===== src/rtl/arty_reset_sequencer.sv =====
// Reset sequencer for the i_clk_mhz domain: holds all stage resets, waits for a filtered
// MMCM lock, then releases stages in index order; re-sequences on lock loss or soft request.
module arty_reset_sequencer #(
   parameter int unsigned P_NUM_STAGES  = 3,
   parameter int unsigned P_HOLD_CYCLES = 16,
   parameter int unsigned P_LOCK_FILTER = 4,
   parameter int unsigned P_STAGE_GAP   = 8,
   parameter int unsigned P_SYNC_STAGES = 2
) (
   input  logic                    i_clk_mhz,
   input  logic                    i_rstn_global,
   input  logic                    i_mmcm_locked,
   input  logic                    i_soft_rst,
   output logic [P_NUM_STAGES-1:0] o_rst_stage,
   output logic                    o_ready,
   output logic [1:0]              o_rst_cause
);

   localparam int unsigned HoldW = (P_HOLD_CYCLES > 1) ? $clog2(P_HOLD_CYCLES) : 1;
   localparam int unsigned LockW = $clog2(P_LOCK_FILTER + 1);
   localparam int unsigned GapW  = (P_STAGE_GAP > 1) ? $clog2(P_STAGE_GAP) : 1;
   localparam int unsigned IdxW  = (P_NUM_STAGES > 1) ? $clog2(P_NUM_STAGES) : 1;

   localparam logic [HoldW-1:0] HoldLast = HoldW'(P_HOLD_CYCLES - 1);
   localparam logic [LockW-1:0] LockLast = LockW'(P_LOCK_FILTER - 1);
   localparam logic [GapW-1:0]  GapLast  = GapW'(P_STAGE_GAP - 1);
   localparam logic [IdxW-1:0]  IdxLast  = IdxW'(P_NUM_STAGES - 1);

   typedef enum logic [1:0] {StHold, StWaitLock, StRelease, StRun} state_e;

   state_e                  state_q, state_d;
   logic [P_SYNC_STAGES-1:0] sync_q;
   logic [HoldW-1:0]        hold_cnt_q, hold_cnt_d;
   logic [LockW-1:0]        lock_cnt_q, lock_cnt_d;
   logic [GapW-1:0]         gap_cnt_q, gap_cnt_d;
   logic [IdxW-1:0]         idx_q, idx_d;
   logic [P_NUM_STAGES-1:0] stage_q, stage_d;
   logic                    ready_q, ready_d;
   logic [1:0]              cause_q, cause_d;

   logic lock_s;
   logic lock_loss;
   logic soft_req;
   logic reseq;

   assign lock_s    = sync_q[P_SYNC_STAGES-1];
   // Lock loss outranks a coincident soft request, which only matters for the cause code.
   assign lock_loss = !lock_s && ((state_q == StRelease) || (state_q == StRun));
   assign soft_req  = i_soft_rst && (state_q == StRun);
   assign reseq     = lock_loss || soft_req;

   always_ff @(posedge i_clk_mhz or negedge i_rstn_global) begin
      if (!i_rstn_global) begin
         state_q    <= StHold;
         sync_q     <= '0;
         hold_cnt_q <= '0;
         lock_cnt_q <= '0;
         gap_cnt_q  <= '0;
         idx_q      <= '0;
         stage_q    <= '1;
         ready_q    <= 1'b0;
         cause_q    <= 2'b00;
      end else begin
         state_q    <= state_d;
         sync_q     <= {sync_q[P_SYNC_STAGES-2:0], i_mmcm_locked};
         hold_cnt_q <= hold_cnt_d;
         lock_cnt_q <= lock_cnt_d;
         gap_cnt_q  <= gap_cnt_d;
         idx_q      <= idx_d;
         stage_q    <= stage_d;
         ready_q    <= ready_d;
         cause_q    <= cause_d;
      end
   end

   always_comb begin
      state_d = state_q;
      if (reseq) begin
         state_d = StHold;
      end else begin
         case (state_q)
            StHold:     if (hold_cnt_q == HoldLast) state_d = StWaitLock;
            StWaitLock: if (lock_s && (lock_cnt_q == LockLast)) state_d = StRelease;
            StRelease:  if ((gap_cnt_q == GapLast) && (idx_q == IdxLast)) state_d = StRun;
            StRun:      state_d = StRun;
            default:    state_d = StHold;
         endcase
      end
   end

   always_comb begin
      hold_cnt_d = '0;
      lock_cnt_d = '0;
      gap_cnt_d  = '0;
      idx_d      = idx_q;
      stage_d    = stage_q;
      ready_d    = ready_q;
      cause_d    = cause_q;
      if (reseq) begin
         stage_d = '1;
         ready_d = 1'b0;
         idx_d   = '0;
         cause_d = lock_loss ? 2'b01 : 2'b10;
      end else begin
         case (state_q)
            StHold: begin
               if (hold_cnt_q != HoldLast) hold_cnt_d = hold_cnt_q + HoldW'(1);
            end
            StWaitLock: begin
               idx_d = '0;
               if (lock_s && (lock_cnt_q != LockLast)) lock_cnt_d = lock_cnt_q + LockW'(1);
            end
            StRelease: begin
               if (gap_cnt_q == GapLast) begin
                  for (int k = 0; k < int'(P_NUM_STAGES); k++) begin
                     if (idx_q == IdxW'(k)) stage_d[k] = 1'b0;
                  end
                  if (idx_q == IdxLast) ready_d = 1'b1;
                  else                  idx_d   = idx_q + IdxW'(1);
               end else begin
                  gap_cnt_d = gap_cnt_q + GapW'(1);
               end
            end
            StRun: begin
               stage_d = '0;
               ready_d = 1'b1;
            end
            default: begin
               stage_d = '1;
               ready_d = 1'b0;
            end
         endcase
      end
   end

   assign o_rst_stage = stage_q;
   assign o_ready     = ready_q;
   assign o_rst_cause = cause_q;

endmodule


===== config.mk =====
export PLATFORM = sky130hd
export DESIGN_NAME = arty_reset_sequencer
export DESIGN_NICKNAME = d
export VERILOG_FILES = /design/src/rtl/arty_reset_sequencer.sv
export SDC_FILE = /design/constraint.sdc
export NUM_CORES = 1
export LEC_CHECK = 0
export CAP_MARGIN = 30
export CORE_MARGIN = 3
export CORE_UTILIZATION = 54
export DETAILED_ROUTE_END_ITERATION = 12
export PLACE_DENSITY = 0.85
export SLEW_MARGIN = 40
export SYNTH_ARGS = -nofsm -noshare
export SYNTH_HDL_FRONTEND = slang
export SYNTH_SLANG_ARGS = --single-unit
export TNS_END_PERCENT = 100

===== constraint.sdc =====
create_clock -name i_clk_mhz -period 1.9 [get_ports i_clk_mhz]
set_input_delay 0.19 -clock i_clk_mhz [delete_from_list [all_inputs] [get_ports i_clk_mhz]]
set_output_delay 0.19 -clock i_clk_mhz [all_outputs]
set_load 0.05 [all_outputs]

After elaboration in Yosys (flattened, before gate mapping) --
Index checks and enable logic that the tools add are counted.
Storage, ports and cells: latch bits 0, word-level logic and storage cells 79, input port bits 4, memory bits (read-only) 0, bits in writable memories 0, output and inout bits 6, memories 0, flip-flop bits (word level) 22
Operators by class: $mul 0, eq/ne operators 18, magnitude comparators 0, $add $sub $neg 4, reductions and logical operators 17, multiplexer cells 29, bitwise gates (word level) 0, shifts and indexed selects 0, div/mod/pow operators 0
Operators by type and width (number):
- 2-to-1 mux 3 bit | 8
- != test 3 x 2 -> 1 bit, second input constant | 6
- 2-to-1 mux 2 bit | 8
- AND reduction 3 bit | 5
- 2-to-1 mux 4 bit | 3
- != test 3 bit, second input constant | 3
- case mux 2 bit (4 select lines) | 1
- adder 3 x 1 -> 3 bit, second input constant | 2
- equality test 2 bit, second input constant | 3
- 2-to-1 mux 1 bit | 6
- case mux 3 bit (2 select lines) | 1
- nonzero test 3 bit | 2
- logical AND 1 bit | 5
- adder 4 x 1 -> 4 bit, second input constant | 1
- equality test 2 x 1 -> 1 bit, second input constant | 2
- equality test 4 bit, second input constant | 1
- logical NOT 2 bit | 2
- != test 4 bit, second input constant | 1
- case mux 2 bit (2 select lines) | 1
- equality test 3 x 2 -> 1 bit, second input constant | 1
- equality test 3 bit, second input constant | 1
- adder 2 x 1 -> 2 bit, second input constant | 1
- logical OR 1 bit | 2
- case mux 1 bit (2 select lines) | 1
- logical NOT 1 bit | 1

Longest topological paths before layout --
depth in word-level cells 6, gate-level depth with buffers 5, mapped depth without buffers 5

Least setup slack after synthesis --
Ideal clock, no wire load.
kind register to register, start register gap_cnt_q[0], end register state_q[0], buffers on the path 0, slack 483 ps, required time 1778 ps, clock period less this slack 1417 ps, arrival time 1296 ps, stages on the path, launching flop included 6, library setup time 122 ps, cell sequence dfrtp_1 -> ha_1 -> ha_1 -> a21oi_1 -> a31oi_1 -> a32o_1
On the way: longest elaborated chain between the ends 4
Ends and longest elaborated chain:
- start, declared | RTL line 35 | logic [GapW-1:0] gap_cnt_q, gap_cnt_d;
- start signal, assigned | RTL line 68 | gap_cnt_q <= gap_cnt_d;
- equality test 3 bit | RTL line 84 | StRelease: if ((gap_cnt_q == GapLast) && (idx_q == IdxLast)) state_d = StRun;
- logical AND 1 bit | RTL line 84
- != test 3 x 2 -> 1 bit (no line)
- AND reduction 3 bit (no line)
- end signal, assigned | RTL line 54 | state_q <= StHold;
- end signal, assigned | RTL line 64 | state_q <= state_d;
- end, declared | RTL line 31 | state_e state_q, state_d;
No other way between the ends. A chain may end at the register's enable or synchronous reset.

Final worst setup path --
start register stage_q[2], in the netlist o_rst_stage[2], end output o_rst_stage[2]
RTL lines:
- start, declared | RTL line 37 | logic [P_NUM_STAGES-1:0] stage_q, stage_d;
- start signal, assigned | RTL line 70 | stage_q <= stage_d;
- end, declared | RTL line 14 | output logic [P_NUM_STAGES-1:0] o_rst_stage,
No word-level cell between the ends.

==> flow_metrics.tcl <==
set metrics [dict create \
    status "complete, no violations" \
    clock_power_share_pct 21.7 \
    routabilityCongestion 0.816 \
    drc 0 \
    ir_drop_uv 783 \
    slowest_stage "clkdlybuf4s50_1" \
    synth_fp_nets 106 \
    power.density_nw_per_um2 1360 \
    final_cell_mix "19 x dfrtp_1, 10 x inv_1, 9 x clkdlybuf4s50_1" \
    cts_setup_buffers 0 \
    intPower_uw 1020 \
    cts_tree "done" \
    final_common_cell "dfrtp_1" \
    wl_per_cell_um 12.9 \
    die_h_um 49.8 \
    cts_inserted_buffers 3 \
    place_inst 124 \
    start_util_pct 58.8 \
    final_cells 128 \
    finClkSkew_ns 0.00450 \
    place_hpwl_mm 1.15 \
    post-route-period-util_pct 97.2 \
    synthCells 94 \
    vias 685 \
    grt_use_met3_pct 2.42 \
    drv_slew 0 \
    cts.htree.levels 1 \
    placed_cell_area_um2 1130 \
    critPathRequiredTime_ns 1.71 \
    switching_share_pct 37.0 \
    grt_pass1_vias 653 \
    ys_async_sr_fraction_pct 100 \
    cts_hold_buf 0 \
    slew_headroom_pct 65.6 \
    p_comb_share_pct 35.1 \
    layout_min_cycle_time_ns 1.85 \
    dr.pass1.iters 4 \
    cellLeakagePower_uw 0.000547 \
    switching_power_uw 596 \
    num_io_pins 10 \
    syn_area_per_cell_um2 11.0 \
    max-cap-violations 0 \
    worst-setup-path-type "flop to primary output" \
    synthToLayoutAreaGrowth_pct 14.2 \
    min_path_type "input port to asynchronous set/reset pin" \
    vias_per_cell 5.35 \
    tns_ns 0 \
    core_area_um2 1760 \
    use_met2_pct 24.9 \
    drt_first_iter_violations 12 \
    rows 15 \
    crit_fanout 2 \
    clockRootBuffer "clkbuf_4" \
    yosys_warnings 0 \
    overflow 0 \
    end_kind "primary output" \
    grt_start_max_net_pins 23 \
    ant_nets 0 \
    final.setup.worst_slack_ns 0.0526 \
    post_cts_resized 0 \
    rsz0062_at_grt "no" \
    synth-edff-count 0 \
    slowest_delay_ns 0.81 \
    critPathArrivalTime_ns 1.66 \
    grt_pass1_wl_mm 2.95 \
    nets 116 \
    pwr-share-seq_pct 43.2 \
    wl_mm 1.65 \
    finalHoldViolations 0 \
    cts.clk_slew.worst_paths_ns 0.12 \
    path_cells "clkdlybuf4s50_1" \
    final_core_util_pct 67.2 \
    portBuffers 9 \
    syn-cell-area_um2 1040 \
    ys_ff_latch 22 \
    top_usage_layer "met2" \
    post-place-ws_ns 0.373 \
    cts_buffer_depth 2 \
    grt_antenna_before_repair 0 \
    synth_ff_type "dfrtp_1" \
    design_area_um2 1180 \
    clock_sinks 22 \
    n_antenna_cell 0 \
    die_w_um 49.8 \
    grt_usage_pct 15.4 \
    die_area_um2 2480 \
    tightestPinTransition_ns 0.514 \
    yosysSeqAreaShare_pct 53.4 \
    drive_above_1_share_pct 8.74 \
    yosysUniqueCellTypes 36 \
    crit_path_start_kind "flop" \
    crit_family "buffers and inverters" \
    grtUsageMet1_pct 20.6 \
    clkLatencyLatePin_ns 0.30 \
    setup_viol 0 \
    timing.fmax_ghz 0.541 \
    cp_num_buf_inv 1 \
]
## Yosys cell counts, types with 2 or more instances
| cell type | n | area (um^2) |
|---|---|---|
| a31oi_1 | 4 | 25.0 |
| inv_1 | 10 | 37.5 |
| nor3b_1 | 2 | 15.0 |
| and2_1 | 2 | 12.5 |
| o21ai_1 | 3 | 15.0 |
| dfstp_2 | 3 | 78.8 |
| nand3_1 | 2 | 10.0 |
| dfrtp_1 | 19 | 475 |
| ha_1 | 8 | 100 |
| a21boi_1 | 3 | 22.5 |
| a21oi_1 | 2 | 10.0 |
| nand2_1 | 5 | 18.8 |
| buf_2 | 3 | 15.0 |
| nor2_1 | 6 | 22.5 |
## metal layers
metal	wire (um)	vias to the layer above	share of wire, %
met5	0	-	0
li1	-	343	-
met4	15	0	0.91
met2	832	5	50
met3	39	2	2.4
met1	766	335	46
## per-stage QoR
stage	power (uW)	hold WS [ns]
floorplan	1120	-0.106
global placement	1250	0.333
detailed placement	1270	0.337
CTS	1630	0.222
global route	1710	0.226
finish	1610	0.224
## worst paths after layout
path / slack [ns] / start / end / cells after the start
min in group i_clk_mhz: 0.31 / i_mmcm_locked / sync_q[0]$_DFF_PN0_ / 1
max in group asynchronous: 1.40 / i_rstn_global / o_rst_stage[2]$_DFFE_PN1P_ / 2
hold reg to reg: 0.36 / sync_q[0]$_DFF_PN0_ / sync_q[1]$_DFF_PN0_ / 0
setup / recovery: 0.05 / o_rst_stage[2]$_DFFE_PN1P_ / o_rst_stage[2] / 1
setup reg to reg: 0.33 / gap_cnt_q[0]$_DFF_PN0_ / state_q[0]$_DFFE_PN0P_ / 5
hold / removal: 0.22 / i_rstn_global / state_q[1]$_DFFE_PN0P_ / 2
## power by group through the flow
stage / logic (uW) / clock network [uW] / registers (uW)
after floorplan: 254 / 0 / 865
after global placement: 556 / 0 / 699
after detailed placement: 562 / 0 / 706
after CTS: 571 / 363 / 698
after global routing: 612 / 383 / 718
final: 566 / 350 / 697
## sequential cells by signal, indices dropped and copies added (netlist names)
register	count
hold_cnt_q	4
gap_cnt_q	3
lock_cnt_q	3
o_rst_stage	3
idx_q	2
o_rst_cause	2
state_q	2
sync_q	2
o_ready	1
## cells by family after synthesis
family	after synthesis	share of synthesized area, %
AOI/OAI and AO/OA	22	15.1
xor gates and xnor gates	2	1.69
adders and majority gates	8	9.65
buffers and inverters	15	6.88
DFF	22	53.4
and+or+nand+nor	25	13.3
## cell type report
cell class | instances | area [um^2]
Clock buffer | 3 | 22.5
Sequential cell | 22 | 554
Multi-Input combinational cell | 57 | 412
Fill cell | 153 | 579
Clock inverter | 1 | 30.0
Inverter | 10 | 37.5
Timing Repair Buffer | 10 | 97.6
Tap cell | 25 | 31.3
No activity file was read; power rests on OpenSTA's default activity.
